$ cat src/rtl/cluster_clock_div_en.sv
// Multi-channel programmable clock divider producing per-channel enable strobes and
// divided square waves from the root clock; ratio updates only on period boundaries.
module cluster_clock_div_en #(
  parameter int unsigned NUM_CH  = 4,
  parameter int unsigned DIV_W   = 8,
  parameter int unsigned DIV_RST = 1
) (
  input  logic                    clk_i,
  input  logic                    rst_ni,
  input  logic                    test_mode_i,
  input  logic [NUM_CH-1:0]       en_i,
  input  logic [NUM_CH*DIV_W-1:0] div_i,
  input  logic [NUM_CH-1:0]       div_valid_i,
  output logic [NUM_CH-1:0]       div_ready_o,
  output logic [NUM_CH-1:0]       clk_en_o,
  output logic [NUM_CH-1:0]       clk_div_o,
  output logic [NUM_CH-1:0]       busy_o
);

  typedef enum logic [1:0] {
    IDLE = 2'd0,
    RUN  = 2'd1,
    STOP = 2'd2
  } state_e;

  localparam logic [DIV_W-1:0] ONE = DIV_W'(1);

  state_e           state_q [NUM_CH];
  state_e           state_d [NUM_CH];
  logic [DIV_W-1:0] cnt_q   [NUM_CH];
  logic [DIV_W-1:0] cnt_d   [NUM_CH];
  logic [DIV_W-1:0] div_q   [NUM_CH];
  logic [DIV_W-1:0] div_d   [NUM_CH];
  logic [DIV_W-1:0] dmax    [NUM_CH];
  logic [NUM_CH-1:0] wrap;
  logic [NUM_CH-1:0] ready;

  // dmax is D-1 with div_q==0 treated as D=1
  always_comb begin
    for (int unsigned c = 0; c < NUM_CH; c++) begin
      dmax[c]  = (div_q[c] == '0) ? '0 : div_q[c] - ONE;
      wrap[c]  = (cnt_q[c] == dmax[c]);
      ready[c] = (state_q[c] == IDLE) || wrap[c];
    end
  end

  always_ff @(posedge clk_i) begin
    for (int unsigned c = 0; c < NUM_CH; c++) begin
      if (!rst_ni) begin
        state_q[c] <= IDLE;
        cnt_q[c]   <= '0;
        div_q[c]   <= DIV_W'(DIV_RST);
      end else begin
        state_q[c] <= state_d[c];
        cnt_q[c]   <= cnt_d[c];
        div_q[c]   <= div_d[c];
      end
    end
  end

  always_comb begin
    for (int unsigned c = 0; c < NUM_CH; c++) begin
      state_d[c] = state_q[c];
      div_d[c]   = div_q[c];
      unique case (state_q[c])
        IDLE:     if (en_i[c]) state_d[c] = RUN;
        RUN,
        STOP: begin
          if (en_i[c])     state_d[c] = RUN;
          else if (wrap[c]) state_d[c] = IDLE;
          else             state_d[c] = STOP;
        end
        default:  state_d[c] = IDLE;
      endcase
      if (state_q[c] == IDLE || wrap[c]) cnt_d[c] = '0;
      else                               cnt_d[c] = cnt_q[c] + ONE;
      if (div_valid_i[c] && ready[c]) begin
        div_d[c] = div_i[c*DIV_W +: DIV_W];
        cnt_d[c] = '0;
      end
    end
  end

  // cnt < (D+1)/2 is equivalent to cnt <= (D-1)/2 for both odd and even D
  always_comb begin
    for (int unsigned c = 0; c < NUM_CH; c++) begin
      busy_o[c]      = (state_q[c] != IDLE);
      div_ready_o[c] = ready[c];
      clk_en_o[c]    = test_mode_i | (busy_o[c] & wrap[c]);
      clk_div_o[c]   = ~test_mode_i & busy_o[c] & (cnt_q[c] <= (dmax[c] >> 1));
    end
  end

endmodule
$ cat config.mk
export PLATFORM = sky130hd
export DESIGN_NAME = cluster_clock_div_en
export DESIGN_NICKNAME = d
export VERILOG_FILES = /design/src/rtl/cluster_clock_div_en.sv
export SDC_FILE = /design/constraint.sdc
export NUM_CORES = 1
export LEC_CHECK = 0
export CAP_MARGIN = 20
export CELL_PAD_IN_SITES_DETAIL_PLACEMENT = 0
export CELL_PAD_IN_SITES_GLOBAL_PLACEMENT = 1
export CORE_ASPECT_RATIO = 0.9
export CORE_MARGIN = 3
export CORE_UTILIZATION = 27
export CTS_BUF_LIST = sky130_fd_sc_hd__clkbuf_8
export CTS_CLUSTER_SIZE = 14
export DETAILED_ROUTE_END_ITERATION = 6
export PLACE_DENSITY_LB_ADDON = 0.25
export SLEW_MARGIN = 10
export SYNTH_ARGS = -nofsm -noshare
export SYNTH_HDL_FRONTEND = slang
export SYNTH_SLANG_ARGS = --single-unit
$ cat constraint.sdc
create_clock -name clk_i -period 11.1 [get_ports clk_i]
set_clock_uncertainty 0.2 [all_clocks]
set_input_delay 2.22 -clock clk_i [delete_from_list [all_inputs] [get_ports clk_i]]
set_output_delay 2.22 -clock clk_i [all_outputs]
set_load 0.05 [all_outputs]
==> results.md <==
* Fin crit share at 61.5%
* Largest net degree at the start of global routing at 85
* Critical path capture point type: output pin
* Hold depth at 2
* Most frequent cells in the layout: nand2_1 (84), dfxtp_1 (72), clkdlybuf4s50_1 (57)
* YS warnings at 0
* Final weighted congestion in routability-driven placement at 0.849
* Fillers at 1979
* CTS max path bufs at 2
* Final Hold Vio Count at 0
* Final slew viol count at 0
* Post-DP HPWL at 10600 µm
* CP peak stage delay at 0.80 ns
* Minimum clock period at 6.83 ns
* Mapped Area at 0.00546 mm²
* Cell chain of the critical path: inv_1 -> ha_1 -> or4b_2 -> or2_2 -> nand2_1 -> ha_1 -> nor2b_1 -> o21a_1 -> o21a_1 -> o21ai_0 -> nand2b_1 -> a211oi_1 -> o21a_1 -> clkdlybuf4s50_1
* Final setup violation count at 0
* Tot GR Track Use at 13.7%
* CTS resizes at 0
* GR Overflow Total at 0
* Total power at 897 µW
* CP most frequent cell: o21a_1
* Core ar. at 0.0195 mm²
* Yosys cell types at 71
* Die width at 156 µm
* Via count at 4948
* Via density per instance at 5.05
* TritonCTS clock tree: done
* Final nets at 813
* Final setup TNS at 0 ns
* CTS sink cnt at 72
* Max-slew headroom at 45.8%
* Sequential share of the synthesized area at 26.4%
* Least-Margin Pin Slew at 0.812 ns
* IO Pins at 59
* Post-Route WL at 14500 µm
* WL/cell at 14.8 µm
* H-tree depth at 3
* Avg Inst Size Synth at 7.95 µm²
* CP Class: register to output pin
* Crit start category: register
* Layout cells sized above 1 at 6.58%
* Mapped Cells at 687
* Worst-path clk slew at 0.09 ns
* Row count at 48
* Post-synth EDFFs at 0
* 1st-pass router iterations at 5
* Worst VDD drop at 0.0560 mV
* IO Port Bufs at 58
* Status: completed
* Asr flop ratio synth at 0%
* Cts bufs inserted at 9
* First-pass GRT wire length at 24700 µm
* Max-cap violations at 0
* Pwr dens at 138 mW/mm²
* Area grow syn2layout at 19.2%
* Ant. Diodes at 0
* WP data arrival at 4.41 ns
* Slowest-stage cell, CP: clkdlybuf4s50_1
* Postcts setup bufs at 0
* LEAKAGE at 2.60 nW
* Post-CTS Hold Buffers at 0
* DIE HEIGHT at 141 µm
* Clock latency on the worst-skew pair at 0.38 ns
* Root buffer cell: clkbuf_8
* Net Count, Synth at 774
* Fmax at 146 MHz
* Most common cell after layout, fill and taps aside: nand2_1
* Vias in the first global route at 5115
* Die footprint at 0.0220 mm²
* Synth Flop Type: dfxtp_1
* Crit-path max FO at 9
* Worst EP required at 8.68 ns
* Synth Register Bits at 72
* Initial drt markers at 262
* DRC Markers at 0
* Initial Utilization at 28.0%
* Final ANT Viol Nets at 0
* Hold crit path type: register to register
* Initial antenna violation count at 0
* R2R depth at 10
* RSZ-0062 raised after global routing: false
-- sequential cells by signal, indices dropped and copies added (netlist names) --
register and count:
div_q 32, cnt_q 32, state_q 8
-- critical path: cells and delay by family (launching register included) --
family,cells,cell delay [ns]
AOI/OAI and AO/OA,5,0.90
buffers and inverters,2,0.91
DFF,1,0.36
adders and majority gates,2,0.49
and+or+nand+nor,5,1.36
-- where the power goes --
part | internal, mW | total [mW] | switching (mW)
Sequential | 0.274 | 0.300 | 0.0259
Clock | 0.177 | 0.289 | 0.112
Combinational | 0.133 | 0.307 | 0.174
-- Yosys cell counts (12+ instances only) --
master | count | area [µm²]
nor2b_1 | 12 | 75.1
ha_1 | 44 | 551
xnor2_1 | 31 | 272
o21a_1 | 17 | 128
o21ai_0 | 22 | 110
and3_1 | 22 | 138
nand2_1 | 84 | 315
clkbuf_1 | 26 | 97.6
xor2_1 | 19 | 166
a21oi_1 | 13 | 65.1
nand3_1 | 27 | 135
dfxtp_1 | 72 | 1440
nor2_1 | 42 | 158
nor3_1 | 16 | 80.1
mux2i_1 | 27 | 270
inv_1 | 49 | 184
-- cell families (layout without fill, tap and decap cells) --
group                    count (synthesis)  in the layout  synth area share [%]
buffers and inverters                   82            125                  5.86
AO/OA/AOI/OAI                          123            123                  15.9
adder cells (fa/ha/maj)                 44             44                  10.1
multiplexers                            29             29                  5.36
XOR/XNOR                                51             51                  8.43
flip-flops                              72             72                  26.4
AND/OR/NAND/NOR                        286            286                  27.9
-- cell type report --
| type | instances | area [µm²] | area share, % |
|---|---|---|---|
| timing repair buffer | 61 | 598 | 9.19 |
| inverter | 49 | 184 | 2.83 |
| multi-input combinational | 533 | 3710 | 56.9 |
| clock inverter | 5 | 129 | 1.98 |
| tap | 250 | 313 | 4.81 |
| sequential | 72 | 1440 | 22.1 |
| clock buffer | 10 | 138 | 2.11 |
-- per-layer routing --
layer | wire [µm] | track usage [%] | up-vias
met2 | 6750 | 22.6 | 77
met3 | 554 | 3.93 | 16
li1 | - | - | 2524
met4 | 207 | 3.58 | 0
met1 | 7010 | 17.6 | 2331
met5 | 0 | 0 | -
-- worst paths after layout --
check	endpoint	slack (ns)	from
worst max register to register	div_q[1][0]$_SDFFE_PN1P_	7.45	div_q[1][0]$_SDFFE_PN1P_
worst min register to register	state_q[1][1]$_SDFFE_PN0P_	0.29	state_q[1][1]$_SDFFE_PN0P_
worst min-delay path	state_q[1][1]$_SDFFE_PN0P_	0.29	state_q[1][1]$_SDFFE_PN0P_
worst max-delay path	clk_div_o[2]	4.27	div_q[2][0]$_SDFFE_PN1P_
-- metrics by stage --
step	std cells	worst slack [ns]	hold WS [ns]	instance area [µm²]	utilization [%]
finish	980	4.27	0.289	6510	33.3
global route	980	4.03	0.317	6510	33.3
CTS	980	4.23	0.293	6510	33.3
floorplan	687	5.28	0.252	5460	-
global placement	965	4.25	0.272	6240	32.0
detailed placement	965	4.27	0.279	6240	32.0
Power figures use the tool's default switching activity.
==> RTL change (same settings) <==
Change the parameter `NUM_CH` from 4 to 2.
--- a/src/rtl/cluster_clock_div_en.sv
+++ b/src/rtl/cluster_clock_div_en.sv
@@ -2,5 +2,5 @@
 // divided square waves from the root clock; ratio updates only on period boundaries.
 module cluster_clock_div_en #(
-  parameter int unsigned NUM_CH  = 4,
+  parameter int unsigned NUM_CH  = 2,
   parameter int unsigned DIV_W   = 8,
   parameter int unsigned DIV_RST = 1
Interface: changed (7 resized); port bits go from 59 to 31. No check against the original RTL was run, so the function may have changed too.
==> RTL change against the unedited design <==
- routed wire length shrank 46%
- register-to-register slack worse by 0.21 ns
- synthesized cell count fell by 47%
- worst hold slack improved by 0.013 ns
- total power fell by 1.6%
- sequential power down 29%
- core utilization down 0.46 points
- area after synthesis shrank 42%
- count of clock-buffer cells in the layout down 5
- cell area fell by 44%
- sequential cell count fell by 36
- critical path type unchanged
- maximum frequency decreased by 3.4%
- setup slack worse by 0.24 ns
- largest cell class unchanged
==> RTL change: results (changes against the unedited design) <==
cells_and_area:
  drive_above_1_share: 0.140  # +0.0738
  multi_input_area_um2: 2270  # -39%
  nets: 431  # -47%
place:
  port_buffers: 30  # -48%
  placement.cell_area_um2: 3550  # -43%
  hpwl_um: 5900  # -45%
  placed_cells: 531  # -45%
  dp_worst_setup_slack_ns: 4.45  # +0.179 ns
  routabilityCongestion: 0.810  # -4.7%
logic_synthesis:
  synth_fp_nets: 411  # -47%
  synthCells: 366  # -47%
  ys_seq_area_frac: 0.228  # -0.0362
  synth.top_cells.by_area: "dfxtp_1, ha_1, mux2_2"
  synth_cell_types: 64  # -9.9%
  synth_commonest_cells: "nand2_1, dfxtp_1, ha_1, nand3_1, mux2_2"
route:
  first_iter_violations: 106  # -60%
  vias_per_cell: 5.04  # -0.16%
  vias: 2717  # -45%
  dr.pass1.iters: 4  # -1
  wl_um: 7810  # -46%
grt:
  grt_pass1_vias: 2474  # -52%
  grt_max_degree: 32  # -62%
  grt_usage: 0.122  # -0.0153
  grtUsageMet2: 0.181  # -0.0446
  grt_util_met1: 0.184  # +0.00854
  grt_pass1_wl_um: 13000  # -48%
  antenna_found_initial: 0  # unchanged
  grt_util_met3: 0.0192  # -0.0201
pwr:
  power.leakage_nw: 1.44  # -45%
  irDropWorstVdd_uv: 89.5  # +60%
  combPwrFrac: 0.623  # +0.280
  sw_frac_of_total: 0.477  # +0.130
  p_seq_mw: 0.213  # -29%
  p_switching_mw: 0.421  # +35%
setup_path:
  r2r-end: "div_q[0][3]"
  endpoint: "div_ready_o[0]"
  cp.arrival_ns: 4.65  # +0.24 ns
  startpoint: "div_q[0][0]"
  cp_max_fo: 19  # +10
  reg2reg_depth: 8  # -2
  critPathSlowestCell: "and2_1"
  regToRegSetupSlack_ns: 7.24  # -0.21 ns
clocking:
  cts_inserted_buffers: 5  # -4
  clockBufferDepth: 2  # unchanged
  clock_latency_ns: 0.29  # -0.09 ns
  cts.clk_slew.worst_paths_ns: 0.08
  cts.htree.levels: 2  # -1
status:
  status: "finished, final reports clean"
timing:
  setup_viol: 0  # unchanged
  slew_headroom: 0.352  # -0.107
  max_freq_mhz: 141  # -3.4%
  hold_slack_ns: 0.302  # +0.0133 ns
worst_hold_path:
  hold_end: "state_q[0][1]"
  worstHoldStart: "state_q[0][1]"
## RTL change: cell count changes in the layout (fill, tap and decap cells not counted), moves of 9 or more
cell,change
and3_1,-18
xnor2_1,-20
o211a_1,+9
dfxtp_1,-36
nor2_1,-30
o21ai_0,-9
o21a_1,-17
inv_1,-34
mux2i_1,-12
clkdlybuf4s50_1,-27
mux2_2,+17
ha_1,-22
nand2_1,-46
## RTL change: metal layers
layer | share of wire | vias to the layer above
met5 | 0 | -
met4 | 0.0081 | 0
met3 | 0.028 | 6
met2 | 0.42 | 35
met1 | 0.54 | 1280
li1 | - | 1396
## RTL change: logic make-up after synthesis
kind of cell,count (synthesis),synth area share
simple gates,153,0.289
compound gates,64,0.155
flops,36,0.228
mux,35,0.119
buf+inv,33,0.0542
xor+xnor,23,0.0680
fa+ha+maj,22,0.0870
## RTL change: final cells by class
type	instances	share of cell area
clock inverter	3	0.0116
multi-input combinational	297	0.621
timing repair buffer	31	0.0841
inverter	15	0.0154
clock buffer	5	0.0188
tap	152	0.0520
sequential	36	0.197
